## config.mk

```make
export PLATFORM = sky130hd
export DESIGN_NAME = anspwm_mc
export DESIGN_NICKNAME = d
export VERILOG_FILES = /design/src/rtl/anspwm_mc.sv
export SDC_FILE = /design/constraint.sdc
export NUM_CORES = 1
export LEC_CHECK = 0
export CORE_ASPECT_RATIO = 0.75
export CORE_MARGIN = 4
export CORE_UTILIZATION = 60
export CTS_BUF_LIST = sky130_fd_sc_hd__clkbuf_4 sky130_fd_sc_hd__clkbuf_8 sky130_fd_sc_hd__clkbuf_16
export DETAILED_ROUTE_END_ITERATION = 7
export PLACE_DENSITY_LB_ADDON = 0.1
export SETUP_SLACK_MARGIN = 0.15
export SLEW_MARGIN = 20
export SYNTH_ARGS = -nofsm -noshare
export SYNTH_HDL_FRONTEND = slang
export SYNTH_SLANG_ARGS = --single-unit
```

## constraint.sdc

```tcl
create_clock -name clk -period 15.2 [get_ports clk]
set_input_delay 3.04 -clock clk [delete_from_list [all_inputs] [get_ports clk]]
set_output_delay 3.04 -clock clk [all_outputs]
set_load 0.02 [all_outputs]
```

## src/rtl/anspwm_mc.sv

```systemverilog
// ---------------------------------------------------------------------------
// anspwm_mc : multi-channel noise-shaped PWM.
// Each channel truncates an IN_W-bit target to an OUT_W-bit duty once per PWM
// period. The truncation residue is fed back into the next period's sum, so
// the long-run mean duty tracks the full-precision target.
//
// Ports
//   clk          : clock
//   rst          : asynchronous, active-high reset
//   tgt_in       : CH targets, channel k at [k*IN_W +: IN_W]
//   tgt_valid    : tgt_in valid
//   tgt_ready    : one-entry input buffer is free
//   val_out      : current duty per channel, channel k at [k*OUT_W +: OUT_W]
//   pwm_out      : PWM outputs, high while cnt < duty
//   sat_out      : 1-cycle pulse, channel clamped at the last boundary
//   period_start : 1-cycle pulse on the first cycle of each period
//
// Build option
//   ANSPWM_ORDER2_EN : second-order error feedback (sum = held + 2*e1 - e2).
//                      Undefined: first-order feedback (sum = held + e1).
// ---------------------------------------------------------------------------
module anspwm_mc #(
   parameter int unsigned CH       = 4,
   parameter int unsigned IN_W     = 32,
   parameter int unsigned OUT_W    = 8,
   parameter int unsigned PRESCALE = 1
) (
   input  logic                 clk,
   input  logic                 rst,
   input  logic [CH*IN_W-1:0]   tgt_in,
   input  logic                 tgt_valid,
   output logic                 tgt_ready,
   output logic [CH*OUT_W-1:0]  val_out,
   output logic [CH-1:0]        pwm_out,
   output logic [CH-1:0]        sat_out,
   output logic                 period_start
);

   localparam int unsigned F   = IN_W - OUT_W;
   localparam int unsigned PW  = (PRESCALE > 1) ? $clog2(PRESCALE) : 1;
   localparam int unsigned S1W = IN_W + 1;
`ifdef ANSPWM_ORDER2_EN
   localparam int unsigned S2W = IN_W + 3;
`endif

   logic [PW-1:0]        presc_q, presc_d;
   logic [OUT_W-1:0]     cnt_q,   cnt_d;
   logic [CH*IN_W-1:0]   pend_q,  pend_d;
   logic                 rdy_q,   rdy_d;
   logic [CH*IN_W-1:0]   held_q,  held_d;
   logic [CH*F-1:0]      e1_q,    e1_d;
`ifdef ANSPWM_ORDER2_EN
   logic [CH*F-1:0]      e2_q,    e2_d;
`endif
   logic [CH*OUT_W-1:0]  val_q,   val_d;
   logic [CH-1:0]        pwm_q,   pwm_d;
   logic [CH-1:0]        sat_q,   sat_d;
   logic                 ps_q,    ps_d;

   logic                 tick_c;
   logic                 bnd_c;
   logic                 accept_c;
   logic [CH*IN_W-1:0]   src_c;
   logic [CH*OUT_W-1:0]  q_c;
   logic [CH*F-1:0]      e_c;
   logic [CH-1:0]        clamp_c;

   // Timebase and handshake; the buffer is full exactly when not ready.
   assign tick_c   = (presc_q == PW'(PRESCALE - 1));
   assign bnd_c    = tick_c && (cnt_q == '1);
   assign accept_c = tgt_valid && rdy_q;

   // Boundary source: a same-cycle accept bypasses the (empty) buffer,
   // otherwise a pending sample, otherwise the held target is reused.
   assign src_c = accept_c ? tgt_in : (!rdy_q ? pend_q : held_q);

   // Per-channel quantiser with residue feedback.
   always_comb begin
      logic [IN_W-1:0] src_k;
      logic [IN_W-1:0] sat_k;
`ifdef ANSPWM_ORDER2_EN
      logic signed [S2W-1:0] sum_k;
`else
      logic [S1W-1:0] sum_k;
`endif
      q_c     = '0;
      e_c     = '0;
      clamp_c = '0;
      src_k   = '0;
      sat_k   = '0;
      sum_k   = '0;
      for (int k = 0; k < CH; k++) begin
         src_k = src_c[k*IN_W +: IN_W];
`ifdef ANSPWM_ORDER2_EN
         sum_k = $signed(S2W'(src_k))
               + $signed(S2W'({e1_q[k*F +: F], 1'b0}))
               - $signed(S2W'(e2_q[k*F +: F]));
         // Negative clamps to zero, anything above 2^IN_W-1 to all-ones.
         if (sum_k[S2W-1]) begin
            sat_k      = '0;
            clamp_c[k] = 1'b1;
         end else if (|sum_k[IN_W+1:IN_W]) begin
            sat_k      = '1;
            clamp_c[k] = 1'b1;
         end else begin
            sat_k = sum_k[IN_W-1:0];
         end
`else
         sum_k      = S1W'(src_k) + S1W'(e1_q[k*F +: F]);
         clamp_c[k] = sum_k[IN_W];
         sat_k      = sum_k[IN_W] ? '1 : sum_k[IN_W-1:0];
`endif
         q_c[k*OUT_W +: OUT_W] = sat_k[IN_W-1 -: OUT_W];
         e_c[k*F +: F]         = sat_k[F-1:0];
      end
   end

   // Next-state: counters, input buffer, boundary loads, registered outputs.
   always_comb begin
      presc_d = presc_q;
      cnt_d   = cnt_q;
      pend_d  = pend_q;
      rdy_d   = rdy_q;
      held_d  = held_q;
      e1_d    = e1_q;
`ifdef ANSPWM_ORDER2_EN
      e2_d    = e2_q;
`endif
      val_d   = val_q;
      sat_d   = '0;
      ps_d    = 1'b0;
      pwm_d   = '0;

      if (tick_c) begin
         presc_d = '0;
         cnt_d   = cnt_q + OUT_W'(1);
      end else begin
         presc_d = presc_q + PW'(1);
      end

      if (bnd_c) begin
         rdy_d  = 1'b1;
         held_d = src_c;
         e1_d   = e_c;
`ifdef ANSPWM_ORDER2_EN
         e2_d   = e1_q;
`endif
         val_d  = q_c;
         sat_d  = clamp_c;
         ps_d   = 1'b1;
      end else if (accept_c) begin
         pend_d = tgt_in;
         rdy_d  = 1'b0;
      end

      // Compare against next-state count/duty so pwm_out lines up with cnt.
      for (int k = 0; k < CH; k++) begin
         pwm_d[k] = (cnt_d < val_d[k*OUT_W +: OUT_W]);
      end
   end

   always_ff @(posedge clk or posedge rst) begin
      if (rst) begin
         presc_q <= '0;
         cnt_q   <= '0;
         pend_q  <= '0;
         rdy_q   <= 1'b1;
         held_q  <= '0;
         e1_q    <= '0;
`ifdef ANSPWM_ORDER2_EN
         e2_q    <= '0;
`endif
         val_q   <= '0;
         pwm_q   <= '0;
         sat_q   <= '0;
         ps_q    <= 1'b0;
      end else begin
         presc_q <= presc_d;
         cnt_q   <= cnt_d;
         pend_q  <= pend_d;
         rdy_q   <= rdy_d;
         held_q  <= held_d;
         e1_q    <= e1_d;
`ifdef ANSPWM_ORDER2_EN
         e2_q    <= e2_d;
`endif
         val_q   <= val_d;
         pwm_q   <= pwm_d;
         sat_q   <= sat_d;
         ps_q    <= ps_d;
      end
   end

   assign tgt_ready    = rdy_q;
   assign val_out      = val_q;
   assign pwm_out      = pwm_q;
   assign sat_out      = sat_q;
   assign period_start = ps_q;

endmodule

```

== Word level (Yosys, flattened, before mapping) ==
Index checks and enable logic that the tools add are counted.
Storage, ports and cells
  word-level logic and storage cells: 40
  input bits: 131
  output and inout bits: 42
  register bits: 403
Operators by class
  add/sub/neg operators: 6
  multiplexer cells: 13
  eq/ne operators: 1
  order comparisons: 4
  reductions and logical operators: 4
  bitwise logic cells: 2
Operator list (number)
  $mux 128: 2
  $mux 32: 5
  $add 32x24->33: 4
  $lt 8x8->1: 4
  $add 8x1->8 const B: 1
  $eq 8x8->1 const B: 1
  $mux 8: 1
  $mux 1: 4
  $mux 4: 1
  $logic_and 1x1->1: 2
  $not 1->1: 2
  $reduce_and 2->1: 1
  $reduce_bool 2->1: 1
  $add 1x1->1 const B: 1

== Depth between registers and ports, before layout ==
  word-level depth: 6
  depth in mapped cells: 25
  depth with buffers taken out: 19

== Worst setup path before layout ==
Ideal clock, no wire load.
  path type: input to register
  start: input port tgt_valid
  end: register pwm_q[1] (netlist: pwm_out[1])
  required time: 15.090 ns
  stages: 23
  setup slack: 6.994 ns
  buffers on the path: 6
  data arrival time: 8.096 ns
  library setup time: 0.110 ns
  cells stage by stage: buf_4 > buf_12 > buf_6 > buf_2 > buf_1 > buf_2 > mux2i_1 > a21oi_1 > ha_1 > fa_1 > a211oi_1 > o21ai_0 > a21oi_1 > nor3_1 > nor2_1 > a21oi_1 > and3_1 > o31a_1 > ha_1 > or3_1 > or3b_2 > a41o_1 > o41ai_1
Between the ends
  longest elaborated chain between the ends: 6
RTL lines
  start: declaration: line 31  | input logic tgt_valid,
  $logic_and 1x1->1: line 71  | assign accept_c = tgt_valid && rdy_q;
  $mux 128: line 75  | assign src_c = accept_c ? tgt_in : (!rdy_q ? pend_q : held_q);
  net src_c[32]: line 63  | logic [CH*IN_W-1:0] src_c;
  $add 32x24->33: line 109  | sum_k = S1W'(src_k) + S1W'(e1_q[k*F +: F]);
  $mux 32: line 111  | sat_k = sum_k[IN_W] ? '1 : sum_k[IN_W-1:0];
  $mux 32: line 141  | if (bnd_c) begin
  $lt 8x8->1: line 158  | pwm_d[k] = (cnt_d < val_d[k*OUT_W +: OUT_W]);
  net pwm_d[1]: line 56  | logic [CH-1:0] pwm_q, pwm_d;
  end signal: assignment: line 188  | pwm_q <= pwm_d;
  end: declaration: line 56
The timed path passes the listed nets, and every way through them passes these cells.
A chain may end at the register's enable or synchronous reset.

== Final worst setup path ==
  start: input port tgt_valid
  end: register pwm_q[2] (netlist: pwm_out[2])
Same word-level chain as after synthesis.

==> summary.md <==
| Metric | Value |
|---|---|
| Status | completed |
| Fin. Hold Viols | 0 |
| Relative slew slack | 0.282 |
| Critical Path RT | 15.68 ns |
| Hpwl dp | 37,600 um |
| First-pass GRT wire length | 92,300 um |
| Lkg Pwr | 12.5 nW |
| Register area share after synthesis | 0.425 |
| Core area | 38,600 um^2 |
| #FFs+latches synth | 402 |
| DRT Pass-1 Iters | 5 |
| Final setup violation count | 0 |
| N_diodes | 0 |
| Slew Viols, Final | 0 |
| Number of H-tree levels | 2 |
| Met1 Track Usage GR | 0.363 |
| Synth warn | 0 |
| Post-CTS Setup Repair Bufs | 0 |
| Gate Count Post-Synth | 2,286 |
| Worst slew pin tran | 1.08 ns |
| Grt peak-use layer | met2 |
| Async set-or-reset flop fraction in the synthesized netlist | 1.00 |
| Max Cap Violations | 0 |
| Number of vias per cell | 6.13 |
| Register Area | 10,100 um^2 |
| Crit end category | flip-flop |
| # rows | 62 |
| Largest net degree at the start of global routing | 177 |
| Mean post-synth cell area | 10.4 um^2 |
| Die area | 42,700 um^2 |
| Initial antenna violation count | 2 |
| Placement Setup Slack | 5.99 ns |
| TritonCTS clock tree | built |
| Top Ports | 173 |
| Critical path startpoint category | input port |
| Starting DRT DRC Count | 1,104 |
| Gr usage total | 0.256 |
| Clock Tree Root | clkbuf_16 |
| Synth-to-layout area growth | 15.0% |
| Hold/Removal Path Class | flip-flop to flip-flop |
| Tmin final | 8.80 ns |
| WL/cell | 19.0 um |
| Crit share post-route | 0.579 |
| Hold-fix buffers, CTS | 0 |
| Cell variety after synth | 84 |
| Die Y | 180 um |
| Yosys top cell area share | 0.424 |
| Vias | 18,000 |
| Ranking of synthesized cells by area | dfrtp_1, mux2_2, ha_1 |
| CP Cell Sequence | buf_6 -> buf_4 -> mux2i_1 -> a21oi_1 -> ha_1 -> fa_1 -> a21oi_1 -> o31ai_1 -> o211a_1 -> a21o_1 -> o31a_1 -> nand2_1 -> nand2_1 -> o22ai_1 -> ha_1 -> a21o_1 -> a21o_1 -> a21oi_1 -> o31a_1 -> a41o_1 |
| Clock skew | 0.0216 ns |
| Syn Std Cell Area | 23,700 um^2 |
| Antenna-violating nets left | 0 |
| Drt total wl | 55,800 um |
| Met3 usage | 0.0413 |
| CP peak stage delay | 0.73 ns |
| FMAX | 114 MHz |
| Placer Congestion | 0.894 |
| Power Density | 99.5 nW/um^2 |
| Filler cells | 2,865 |
| Layout cells sized above 1 | 0.151 |
| Number of port buffers | 172 |
| TritonCTS buffer count | 41 |
| Clk sink count | 402 |
| Setup ws final | 6.40 ns |
| Synthesized Nets | 2,546 |
| WS Path Type | input port to flip-flop |
| RSZ-0062 raised after global routing | no |
| Synth area leader | dfrtp_1 |
| CP max stage cell | nand2_1 |
| Worst-Skew Late Latency | 0.55 ns |
| Reg clk slew, reported paths | 0.06 ns |
| Max FO, Critical Path | 52 |
| Post-synth EDFFs | 0 |
| Multi-input gate area | 13,000 um^2 |
| GR Overflow Total | 0 |
| Initial Util | 0.613 |
| Main flop type after synthesis | dfrtp_1 |
| Vias in the first global route | 18,100 |
| Die W | 237 um |
| Layout net count | 2,656 |
| Crit path DAT | 9.28 ns |
| # DRC | 0 |
| Met2 GRT Util | 0.415 |
| Final TNS setup | 0 ns |
| Worst vdd ir | 0.0782 mV |
| CTS resizes | 0 |
| Longest Clk Path Bufs | 3 |
==> cell type report <==
cell class / instances / share of cell area
multi-input cells: 1740 / 0.479
flip-flops and latches: 402 / 0.370
repair buffers: 183 / 0.0672
clock buffers: 62 / 0.0471
well taps: 512 / 0.0235
clock inverters: 13 / 0.00910
inverters: 28 / 0.00441
==> cells in the final DEF (no fill, tap or decap), types with 53 or more instances in the layout <==
cell,synthesis,routed
mux2i_1,142,142
ha_1,125,125
nor2_1,226,226
clkdlybuf4s50_1,0,171
a31oi_1,53,53
dfrtp_1,401,401
mux2_2,254,254
a21oi_1,210,210
o21ai_0,99,99
a21o_1,53,53
nand2_1,132,132
==> path summary, 6_finish.rpt <==
check                           start  slack, ns          to  cells after the start
max                         tgt_valid       6.40  pwm_out[2]                     20
min                        held_q[93]       0.48  held_q[93]                      2
max reg2reg                 tgt_ready       8.57  pwm_out[2]                     18
min reg2reg                held_q[93]       0.48  held_q[93]                      2
max in group asynchronous         rst      10.03    e1_q[67]                      4
min in group asynchronous         rst       2.99  pend_q[48]                      2
==> Yosys cell counts (10+ instances only) <==
cell / count
inv_1: 27
a31oi_1: 53
nand2_1: 132
nor3_1: 19
a211oi_1: 21
o22a_1: 49
and3_1: 17
and2_1: 11
a21oi_1: 210
nand2b_1: 17
xor2_1: 39
buf_2: 14
nor2_1: 226
a21o_1: 53
xnor2_1: 52
buf_1: 18
a211o_1: 10
nand3_1: 22
o21bai_1: 11
o21a_1: 20
o211ai_1: 11
o31ai_1: 10
mux2i_1: 142
nor2b_1: 10
dfrtp_1: 401
mux2_2: 254
o21ai_0: 99
clkbuf_1: 76
ha_1: 125
==> flip-flops by register name, indices dropped and copies added, names as in the netlist <==
register	count
held_q	128
pend_q	128
e1_q	96
val_out	32
cnt_q	8
pwm_out	4
sat_out	4
period_start	1
tgt_ready	1
==> metrics by stage <==
step	utilization	instance area (um^2)	hold slack [ns]	instances	power, mW
3_3_place_gp	0.665	25700	0.459	2865	1.57
6_report	0.705	27200	0.475	2940	2.71
2_1_floorplan	-	23700	0.445	2286	1.47
4_1_cts	0.705	27200	0.479	2940	2.72
3_5_place_dp	0.665	25700	0.467	2865	1.59
5_1_grt	0.705	27200	0.504	2940	2.83
==> metal layers <==
layer / vias to the layer above / wire (um)
li1: 8636 / -
met1: 8913 / 26100
met2: 387 / 25700
met3: 94 / 2590
met4: 4 / 1370
met5: - / 34
==> cell families (layout without fill, tap and decap cells) <==
logic type               count (synthesis)  in the layout  share of synthesized area
multiplexers                           396            396                      0.181
flip-flops                             402            402                      0.425
AND/OR/NAND/NOR                        502            502                     0.0965
XOR/XNOR                                91             91                     0.0337
adder cells (fa/ha/maj)                129            129                     0.0694
AO/OA/AOI/OAI                          622            622                      0.169
buffers and inverters                  144            286                     0.0257
==> critical path: cells and delay by family <==
family	cells	cell delay [ns]
AO/OA/AOI/OAI	12	2.44
multiplexers	1	0.26
AND/OR/NAND/NOR	2	1.30
adder cells (fa/ha/maj)	3	0.96
buffers and inverters	2	1.14
==> report_power, final <==
group	total, mW	switching (mW)	internal, mW
sequential	1.13	0.0199	1.11
combinational	0.449	0.246	0.202
clock	1.13	0.428	0.702
total	2.71	0.694	2.01
Power figures use the tool's default switching activity.
